$ cat src/rtl/lsu_bus_ctrl.sv
// lsu_bus_ctrl: multi-cycle load/store unit with valid/ready request and response
// channels and a word-aligned, byte-strobed memory port with timeout detection.
//
// Ports:
//   i_clk, i_rst                      clock (rising edge), async active-high reset
//   i_req_valid / o_req_ready         request handshake from EXU/IDU
//   i_req_opt                         [3]=store [2]=unsigned [1:0]=size (B/H/W/D)
//   i_req_addr, i_req_wdata           byte address, LSB-justified store data
//   o_resp_valid / i_resp_ready       response handshake to WBU
//   o_resp_rdata, o_resp_err          extended load data, misalign/timeout flag
//   o_mem_req_valid / i_mem_req_ready memory request handshake
//   o_mem_we, o_mem_addr              write enable, beat-aligned address
//   o_mem_wdata, o_mem_wstrb          lane-shifted store data and byte strobes
//   i_mem_resp_valid, i_mem_rdata     read data / write ack (always accepted)
module lsu_bus_ctrl #(
    parameter int DATA_W      = 32,
    parameter int ADDR_W      = 32,
    parameter int TIMEOUT_CYC = 64
) (
    input  logic                i_clk,
    input  logic                i_rst,
    input  logic                i_req_valid,
    output logic                o_req_ready,
    input  logic [3:0]          i_req_opt,
    input  logic [ADDR_W-1:0]   i_req_addr,
    input  logic [DATA_W-1:0]   i_req_wdata,
    output logic                o_resp_valid,
    input  logic                i_resp_ready,
    output logic [DATA_W-1:0]   o_resp_rdata,
    output logic                o_resp_err,
    output logic                o_mem_req_valid,
    input  logic                i_mem_req_ready,
    output logic                o_mem_we,
    output logic [ADDR_W-1:0]   o_mem_addr,
    output logic [DATA_W-1:0]   o_mem_wdata,
    output logic [DATA_W/8-1:0] o_mem_wstrb,
    input  logic                i_mem_resp_valid,
    input  logic [DATA_W-1:0]   i_mem_rdata
);

    localparam int NB    = DATA_W / 8;
    localparam int OFF_W = $clog2(NB);
    localparam int CNT_W = (TIMEOUT_CYC > 1) ? $clog2(TIMEOUT_CYC) : 1;

    localparam logic [1:0] S_IDLE = 2'd0;
    localparam logic [1:0] S_REQ  = 2'd1;
    localparam logic [1:0] S_WAIT = 2'd2;
    localparam logic [1:0] S_RESP = 2'd3;

    logic [1:0]        r_state;
    logic              r_store;
    logic              r_uns;
    logic [1:0]        r_size;
    logic [OFF_W-1:0]  r_off;
    logic [CNT_W-1:0]  r_cnt;
    logic [ADDR_W-1:0] r_mem_addr;
    logic [DATA_W-1:0] r_mem_wdata;
    logic [NB-1:0]     r_mem_wstrb;
    logic              r_mem_we;
    logic [DATA_W-1:0] r_rdata;
    logic              r_err;

    logic [OFF_W-1:0]  w_off;
    logic              w_mis;
    logic [NB-1:0]     w_smask;
    logic [DATA_W-1:0] w_shift;
    logic [DATA_W-1:0] w_lmask;
    logic              w_sign;
    logic [DATA_W-1:0] w_load;

    assign w_off = i_req_addr[OFF_W-1:0];

    // Doubleword on a 32-bit bus has no legal alignment, so it always faults.
    always_comb begin
        w_mis = 1'b0;
        unique case (i_req_opt[1:0])
            2'd0:    w_mis = 1'b0;
            2'd1:    w_mis = w_off[0];
            2'd2:    w_mis = (w_off[1:0] != 2'b00);
            default: w_mis = (DATA_W == 32) || (w_off != '0);
        endcase
    end

    always_comb begin
        w_smask = '0;
        unique case (i_req_opt[1:0])
            2'd0:    w_smask = NB'(1);
            2'd1:    w_smask = NB'(3);
            2'd2:    w_smask = NB'(15);
            default: w_smask = '1;
        endcase
    end

    // Load path: bring the addressed lane down to bit 0, keep the op size,
    // then fill the upper bits with the sign bit unless unsigned.
    assign w_shift = i_mem_rdata >> {r_off, 3'b000};

    always_comb begin
        w_lmask = '1;
        w_sign  = w_shift[DATA_W-1];
        unique case (r_size)
            2'd0: begin
                w_lmask = DATA_W'(8'hFF);
                w_sign  = w_shift[7];
            end
            2'd1: begin
                w_lmask = DATA_W'(16'hFFFF);
                w_sign  = w_shift[15];
            end
            2'd2: begin
                w_lmask = DATA_W'(32'hFFFF_FFFF);
                w_sign  = w_shift[31];
            end
            default: begin
                w_lmask = '1;
                w_sign  = w_shift[DATA_W-1];
            end
        endcase
    end

    assign w_load = (w_shift & w_lmask)
                  | ((!r_uns && w_sign) ? ~w_lmask : '0);

    always_ff @(posedge i_clk or posedge i_rst) begin
        if (i_rst) begin
            r_state     <= S_IDLE;
            r_store     <= 1'b0;
            r_uns       <= 1'b0;
            r_size      <= 2'd0;
            r_off       <= '0;
            r_cnt       <= '0;
            r_mem_addr  <= '0;
            r_mem_wdata <= '0;
            r_mem_wstrb <= '0;
            r_mem_we    <= 1'b0;
            r_rdata     <= '0;
            r_err       <= 1'b0;
        end else begin
            unique case (r_state)
                S_IDLE: begin
                    if (i_req_valid) begin
                        r_store     <= i_req_opt[3];
                        r_uns       <= i_req_opt[2];
                        r_size      <= i_req_opt[1:0];
                        r_off       <= w_off;
                        r_mem_addr  <= {i_req_addr[ADDR_W-1:OFF_W], {OFF_W{1'b0}}};
                        r_mem_wdata <= i_req_wdata << {w_off, 3'b000};
                        r_mem_wstrb <= i_req_opt[3] ? (w_smask << w_off) : '0;
                        r_mem_we    <= i_req_opt[3];
                        r_rdata     <= '0;
                        r_err       <= w_mis;
                        r_state     <= w_mis ? S_RESP : S_REQ;
                    end
                end
                S_REQ: begin
                    if (i_mem_req_ready) begin
                        r_cnt   <= '0;
                        r_state <= S_WAIT;
                    end
                end
                S_WAIT: begin
                    // A response landing on the final allowed cycle beats the timeout.
                    if (i_mem_resp_valid) begin
                        r_err   <= 1'b0;
                        r_rdata <= r_store ? '0 : w_load;
                        r_state <= S_RESP;
                    end else if (r_cnt == CNT_W'(TIMEOUT_CYC - 1)) begin
                        r_err   <= 1'b1;
                        r_rdata <= '0;
                        r_state <= S_RESP;
                    end else begin
                        r_cnt <= r_cnt + 1'b1;
                    end
                end
                default: begin
                    if (i_resp_ready) begin
                        r_state <= S_IDLE;
                    end
                end
            endcase
        end
    end

    assign o_req_ready     = (r_state == S_IDLE);
    assign o_mem_req_valid = (r_state == S_REQ);
    assign o_resp_valid    = (r_state == S_RESP);
    assign o_resp_rdata    = r_rdata;
    assign o_resp_err      = r_err;
    assign o_mem_we        = r_mem_we;
    assign o_mem_addr      = r_mem_addr;
    assign o_mem_wdata     = r_mem_wdata;
    assign o_mem_wstrb     = r_mem_wstrb;

endmodule
$ cat config.mk
export PLATFORM = sky130hd
export DESIGN_NAME = lsu_bus_ctrl
export DESIGN_NICKNAME = d
export VERILOG_FILES = /design/src/rtl/lsu_bus_ctrl.sv
export SDC_FILE = /design/constraint.sdc
export NUM_CORES = 1
export LEC_CHECK = 0
export ABC_AREA = 1
export BUFFER_PORTS_ARGS = -buffer_cell sky130_fd_sc_hd__buf_2
export CELL_PAD_IN_SITES_DETAIL_PLACEMENT = 1
export CELL_PAD_IN_SITES_GLOBAL_PLACEMENT = 2
export CORE_AREA = 2 2 191 118
export DETAILED_ROUTE_END_ITERATION = 8
export DIE_AREA = 0 0 193 120
export PLACE_DENSITY = 0.85
export SLEW_MARGIN = 20
export SYNTH_ARGS = -nofsm -noshare
export SYNTH_HDL_FRONTEND = slang
export SYNTH_SLANG_ARGS = --single-unit
$ cat constraint.sdc
create_clock -name i_clk -period 4.2 [get_ports i_clk]
set_clock_uncertainty 0.1 [all_clocks]
set_input_delay 0.42 -clock i_clk [delete_from_list [all_inputs] [get_ports i_clk]]
set_output_delay 0.42 -clock i_clk [all_outputs]
set_load 0.02 [all_outputs]
==> results of run 1 <==
layout by cell type, fill, tap and decap left out, drive strengths merged:
master      n
clkbuf     24
and3        1
o21bai      3
a21oi      13
o21ai      61
ha          5
clkinvlp    1
nor3        1
o311ai      2
o31ai       2
bufinv      1
buf       212
clkinv      5
diode       1
o211ai      7
dfrtp     113
mux2i      14
conb        2
o221ai     14
nor2       31
or2         7
nand4       3
inv        39
a22o        3
nand2     296
nand3      48
synth_stat cells (2+ instances only):
library cell  instances  share of area (%)
nor2_1               29                1.9
dfrtp_1             113                 50
nand3_2               5               0.88
a21oi_1              13                1.1
buf_2                13                1.1
buf_4                 8                1.1
nor2_2                2               0.22
o21ai_0              60                5.3
inv_2                 2               0.13
nand4_1               2               0.22
or2_2                 7               0.77
o211ai_1              7               0.93
a22o_1                3               0.46
o221ai_1             14                2.2
buf_6                 6                1.2
inv_1                36                2.4
o311ai_1              2               0.31
o21bai_1              2               0.26
clkbuf_1             12               0.79
nand2_1             294                 19
ha_1                  5                1.1
buf_1                 3               0.20
o31ai_1               2               0.26
nand3_1              43                3.8
mux2i_1              14                2.5
through the flow:
step / instance area [µm²] / setup slack, ps / power [W]
detailed placement: 6860 / 1710 / 0.00440
finish: 7400 / 1780 / 0.00571
floorplan: 5680 / 693 / 0.00354
global route: 7400 / 1520 / 0.00615
global placement: 6860 / 1730 / 0.00437
CTS: 7400 / 1720 / 0.00578
critical path: stages (launching register included):
cell      delay (ps)
dfrtp_1          400
inv_1            130
ha_1             280
nand2_2          120
inv_2             70
buf_4            330
nand2_1          500
inv_1            200
nand2_1           60
o311ai_1          80
final timing paths:
kind | from | to | slack (ps) | depth (start not counted)
worst max-delay path | r_state[1] | o_mem_wdata[31] | 1780 | 9
worst min-delay path | i_rst | o_mem_addr[15] | 60 | 2
worst max register to register | r_state[1] | o_mem_wdata[31] | 1780 | 9
worst min register to register | o_resp_rdata[30] | o_resp_rdata[30] | 380 | 2
max in group asynchronous | i_rst | o_resp_rdata[28] | 2980 | 3
min in group i_clk | i_req_addr[20] | o_mem_addr[20] | 90 | 3
sequential cells by signal, indices dropped and copies added, names as in the netlist:
register      flops
r_uns             1
o_mem_wstrb       4
r_off             2
r_size            2
r_state           2
o_mem_addr       30
r_cnt             6
o_mem_we          1
o_resp_err        1
o_mem_wdata      32
o_resp_rdata     32
where the power goes:
part	internal, W	switching, W
Combinational	0.000760	0.00178
Sequential	0.00151	0.000312
Clock	0.000848	0.000503
cell families (layout without fill, tap and decap cells):
logic type      count (synthesis)  after routing  share of synthesized area, %
buf+inv                        82            282                          7.08
fa+ha+maj                       5              5                          1.10
simple gates                  387            387                          28.1
compound gates                105            105                          11.3
flops                         113            113                          49.8
mux                            14             14                          2.47
other cells                     1              3                        0.0661
area by class of cell:
cell class / count / area (µm²)
tap: 286 / 358
multi-input combinational: 513 / 2450
antenna: 1 / 2.50
fill: 2706 / 14100
sequential: 113 / 2830
clock inverter: 6 / 57.6
clock buffer: 24 / 482
inverter: 40 / 155
timing repair buffer: 212 / 1070
per-layer routing:
| layer | up-vias | share of wire [%] | global-route usage [%] |
|---|---|---|---|
| li1 | 2666 | - | - |
| met4 | 2 | 1.0 | 4.83 |
| met5 | - | 0.065 | 0 |
| met3 | 19 | 9.1 | 7.49 |
| met2 | 155 | 39 | 23.9 |
| met1 | 2550 | 50 | 26.1 |
==> impl_metrics.json, run 1 <==
{
  "status": "finished clean",
  "relSlewSlack_pct": 32.7,
  "worstPathArrival_ps": 2600,
  "cts_setup_buffers": 0,
  "p_per_area_mw_per_mm2": 772,
  "cts_root_buf": "clkbuf_16",
  "power_leakage_nw": 4.14,
  "synth-main-ff-cell": "dfrtp_1",
  "holdWs_ps": 65.0,
  "setup_tns_ps": 0,
  "cts_hold_buf": 0,
  "grt_max_degree": 74,
  "ant_nets": 0,
  "fmax_mhz": 413,
  "vias_per_cell": 4.51,
  "start_util_pct": 26.3,
  "die_w_um": 193,
  "place_inst": 1164,
  "routedWlPerCell_um": 16.7,
  "cp-start-kind": "flop",
  "path_max_fanout": 35,
  "syn_inst": 707,
  "fin_nets": 1008,
  "dieArea_mm2": 0.0232,
  "utilization_pct": 34.4,
  "avgSynthCellArea_um2": 8.03,
  "ys_warn_count": 0,
  "grt_pass1_vias": 5530,
  "finalSetupViolCount": 0,
  "drt_iter0_markers": 289,
  "ys_seq_area_share_pct": 49.8,
  "numPortBuffers": 208,
  "htreeDepth": 4,
  "cts.sinks": 113,
  "antenna_found_initial": 2,
  "grt.overflow.total": 0,
  "dr.pass1.iters": 4,
  "gp_congestion": 0.790,
  "row_count": 42,
  "rsz0062_at_grt": "no",
  "synth_async_sr_flop_share_pct": 100,
  "finalCriticalPeriod_ps": 2420,
  "drc": 0,
  "cp.required_ps": 4380,
  "area_growth_pct": 30.5,
  "final_cells": 1195,
  "synth.distinct_cells": 35,
  "syn_area_mm2": 0.00567,
  "maxCapViolations": 0,
  "synth_edf_count": 0,
  "finalCritPeriodShare_pct": 57.6,
  "track_usage_pct": 17.9,
  "hold_violations": 0,
  "clkTransAtPathRegs_ps": 50,
  "min_path_type": "in -> async",
  "routed_wl_um": 19900,
  "vias": 5392,
  "ir_drop_uv": 284,
  "clk_path_buf_depth": 2,
  "ys_seq_elements": 113,
  "drv_slew": 0,
  "ios": 211,
  "hpwl_um": 14500,
  "cts_resized": 0,
  "worst_slew_pin_slew_ps": 1010,
  "cp-end-kind": "flop",
  "drive_gt1_share_pct": 28.9,
  "core_mm2": 0.0215,
  "crit_type": "reg -> reg",
  "clk_latency_ps": 420,
  "cts_buffers": 17,
  "cts_tree": "built",
  "chipHeight_um": 120,
  "grt_pass1_wl_um": 31500
}
(Power assumes the default switching activity.)
==> inputs of run 2 (changes only) <==
--- a/config.mk
+++ b/config.mk
@@ -5,14 +5,14 @@
 export SDC_FILE = /design/constraint.sdc
 export NUM_CORES = 1
 export LEC_CHECK = 0
-export ABC_AREA = 1
+export ABC_AREA = 0
 export BUFFER_PORTS_ARGS = -buffer_cell sky130_fd_sc_hd__buf_2
 export CELL_PAD_IN_SITES_DETAIL_PLACEMENT = 1
 export CELL_PAD_IN_SITES_GLOBAL_PLACEMENT = 2
-export CORE_AREA = 2 2 191 118
+export CORE_AREA = 2 2 176 109
 export DETAILED_ROUTE_END_ITERATION = 8
-export DIE_AREA = 0 0 193 120
-export PLACE_DENSITY = 0.85
+export DIE_AREA = 0 0 178 111
+export PLACE_DENSITY = 0.86
 export SLEW_MARGIN = 20
 export SYNTH_ARGS = -nofsm -noshare
 export SYNTH_HDL_FRONTEND = slang
==> constraint.sdc (replaced) <==
create_clock -name i_clk -period 2.23 [get_ports i_clk]
set_clock_uncertainty 0.1 [all_clocks]
set_input_delay 0.223 -clock i_clk [delete_from_list [all_inputs] [get_ports i_clk]]
set_output_delay 0.223 -clock i_clk [all_outputs]
set_load 0.02 [all_outputs]
==> run 2 against run 1 <==
  * Clock power grew 99%
  * Flip-flop and latch count is the same
  * Register-to-register slack lost 1600 ps
  * Combinational power grew 100%
  * Largest cell class unchanged
  * Global-route usage grew 1.3 points
  * Sequential share of layout area shrank 1.9 points
  * Design area grew 5.1%
  * Via count shrank 12%
==> impl_metrics.json, run 2 <==
{
  "status": "finished clean",
  "gp_congestion": 0.939,
  "ant_nets": 0,
  "antenna_cells": 0,
  "grt_max_degree": 38,
  "dr.pass1.iters": 4,
  "rsz0062_at_grt": "no",
  "ys_seq_area_share_pct": 52.9,
  "setup_tns_ps": 0,
  "crit_path_cell_trace": "ha_1 > and4_1 > a21oi_1 > a21o_1 > mux2_2",
  "hpwl_um": 13800,
  "fin_nets": 828,
  "worstPathBufferInverterCount": 0,
  "synth_xor_area_share_pct": 0,
  "clk_latency_ps": 410,
  "regToRegEndpoint": "o_resp_err",
  "use_met1_pct": 27.5,
  "hold_violations": 0,
  "worst_slew_pin_slew_ps": 755,
  "min_path_type": "in -> reg",
  "routed_wl_um": 18500,
  "finalCriticalPeriod_ps": 2050,
  "syn_inst": 461,
  "syn_area_mm2": 0.00535,
  "fmax_mhz": 488,
  "worstHoldStart": "i_req_opt[1]",
  "cts_root_buf": "clkbuf_16",
  "grt.overflow.total": 0,
  "utilization_pct": 42.3,
  "finalCritPeriodShare_pct": 91.9,
  "worstPathArrival_ps": 2240,
  "ir_drop_uv": 619,
  "power_leakage_nw": 3.85,
  "drive_gt1_share_pct": 44.4,
  "track_usage_pct": 19.2,
  "drv_slew": 0,
  "die_w_um": 178,
  "rr_worst_depth": 5,
  "grt-busiest-layer": "met2",
  "reg2reg_setup_slack_ps": 180,
  "chipHeight_um": 111,
  "synthMuxAreaShare_pct": 17.8,
  "synth_compound_area_share_pct": 17.3,
  "dieArea_mm2": 0.0198,
  "synthTopCellsByCount": "dfrtp_1 (113), mux2_2 (53), a21oi_1 (37)",
  "holdPathStages": 2,
  "synth_async_sr_flop_share_pct": 100,
  "drt_iter0_markers": 188,
  "use_met3_pct": 5.25,
  "synth_edf_count": 0,
  "avgSynthCellArea_um2": 11.6,
  "clk_path_buf_depth": 2,
  "final_cell_mix": "buf_2 (208), dfrtp_1 (113), mux2_2 (53)",
  "area_growth_pct": 45.5,
  "r2r_start": "r_cnt[0]",
  "clkTransAtPathRegs_ps": 60,
  "ys_warn_count": 0,
  "vias": 4761,
  "yosys.area.top_type": "dfrtp_1",
  "numPortBuffers": 208,
  "synth_fa_ha_area_share_pct": 1.17,
  "mostFrequentLayoutCell": "buf_2",
  "synth_top_family_by_area": "multiplexers",
  "cp_slowest_stage_delay_ps": 420,
  "netlist.area_leader.share_pct": 52.9,
  "core_mm2": 0.0184,
  "p_per_area_mw_per_mm2": 1470,
  "ios": 211,
  "routedWlPerCell_um": 18.9,
  "critPathSlowestCell": "dfrtp_1",
  "synthTopCellsByArea": "dfrtp_1 (53%), mux2_2 (11%), mux2i_1 (6.2%), a21oi_1 (3.5%), a221o_1 (3.0%)",
  "row_count": 39,
  "ys_seq_elements": 113,
  "synth_most_common_cell": "dfrtp_1",
  "critPathTopFamily": "compound AO/OA/AOI/OAI gates",
  "min_to": "r_size[1]",
  "cts_buffers": 17,
  "relSlewSlack_pct": 49.6,
  "antenna_found_initial": 0,
  "grt_pass1_vias": 5077,
  "cp-end-kind": "flop",
  "vias_per_cell": 4.88,
  "grt_pass1_wl_um": 28900,
  "maxCapViolations": 0,
  "cp-start-kind": "flop",
  "synth-main-ff-cell": "dfrtp_1",
  "cp.required_ps": 2420,
  "synth.distinct_cells": 46,
  "cts_tree": "built",
  "start_util_pct": 29.1,
  "path_max_fanout": 6,
  "use_met2_pct": 28.7,
  "htreeDepth": 4,
  "crit_type": "reg -> reg",
  "cts.sinks": 113,
  "drc": 0,
  "synthSimpleGateAreaFrac_pct": 7.39,
  "finalSetupViolCount": 0
}
## run 2: cell families after synthesis
kind of cell | count (synthesis)
other | 1
and+or+nand+nor | 81
DFF | 113
buffers and inverters | 41
muxes | 87
adders and majority gates | 5
AOI/OAI and AO/OA | 133
## run 2: timing repair
action                                 4_1_cts  5_1_grt
setup endpoints to repair                    0       16
hold buffers                                40        0
gates resized for setup                      0        1
endpoints found under the hold margin       65        0
setup buffers                                0        1
## run 2: power by group
part / total [W] / switching, W / internal, W / leakage, nW
sequential: 0.00360 / 0.000620 / 0.00298 / 1.44
combinational: 0.00516 / 0.00305 / 0.00210 / 2.13
clock: 0.00268 / 0.00103 / 0.00165 / 0.272
## run 2: area by class of cell
class / count / area [µm²]
clock buffer: 17 / 425
clock inverter: 15 / 160
fill: 2054 / 10600
inverter: 7 / 30.0
multi-input combinational: 308 / 2350
sequential: 113 / 2830
tap: 246 / 308
timing repair buffer: 270 / 1680
## run 2: routing by layer
layer  wire length, µm  share of wire (%)
met5                 0                  0
met4               129               0.70
met3              1390                7.5
met2              8160                 44
met1              8790                 48
## run 2: worst max-delay path by stage
| stage | from | end | slack [ps] | cells after the start |
|---|---|---|---|---|
| final | r_cnt[0] | o_resp_err | 180 | 5 |
| after global routing | r_cnt[0] | r_cnt[5] | 100 | 5 |
| after CTS | r_off[1] | o_resp_rdata[27] | 80 | 5 |
| after detailed placement | r_off[1] | o_resp_rdata[20] | 100 | 5 |
| after global placement | r_off[1] | o_resp_rdata[29] | 230 | 5 |
| after floorplan | r_state[0] | o_resp_rdata[19] | 80 | 7 |
## run 2: metrics by stage
step | worst slack, ps | power (W) | area (µm²) | cells | hold WS [ps]
after floorplan | 77.6 | 0.00681 | 5360 | 462 | 256
after global placement | 234 | 0.00852 | 6790 | 903 | 266
after detailed placement | 103 | 0.00873 | 6790 | 903 | 297
after CTS | 78.6 | 0.0115 | 7770 | 975 | 4.39
after global routing | 97.4 | 0.0121 | 7780 | 976 | 12.1
final | 181 | 0.0114 | 7780 | 976 | 25.9
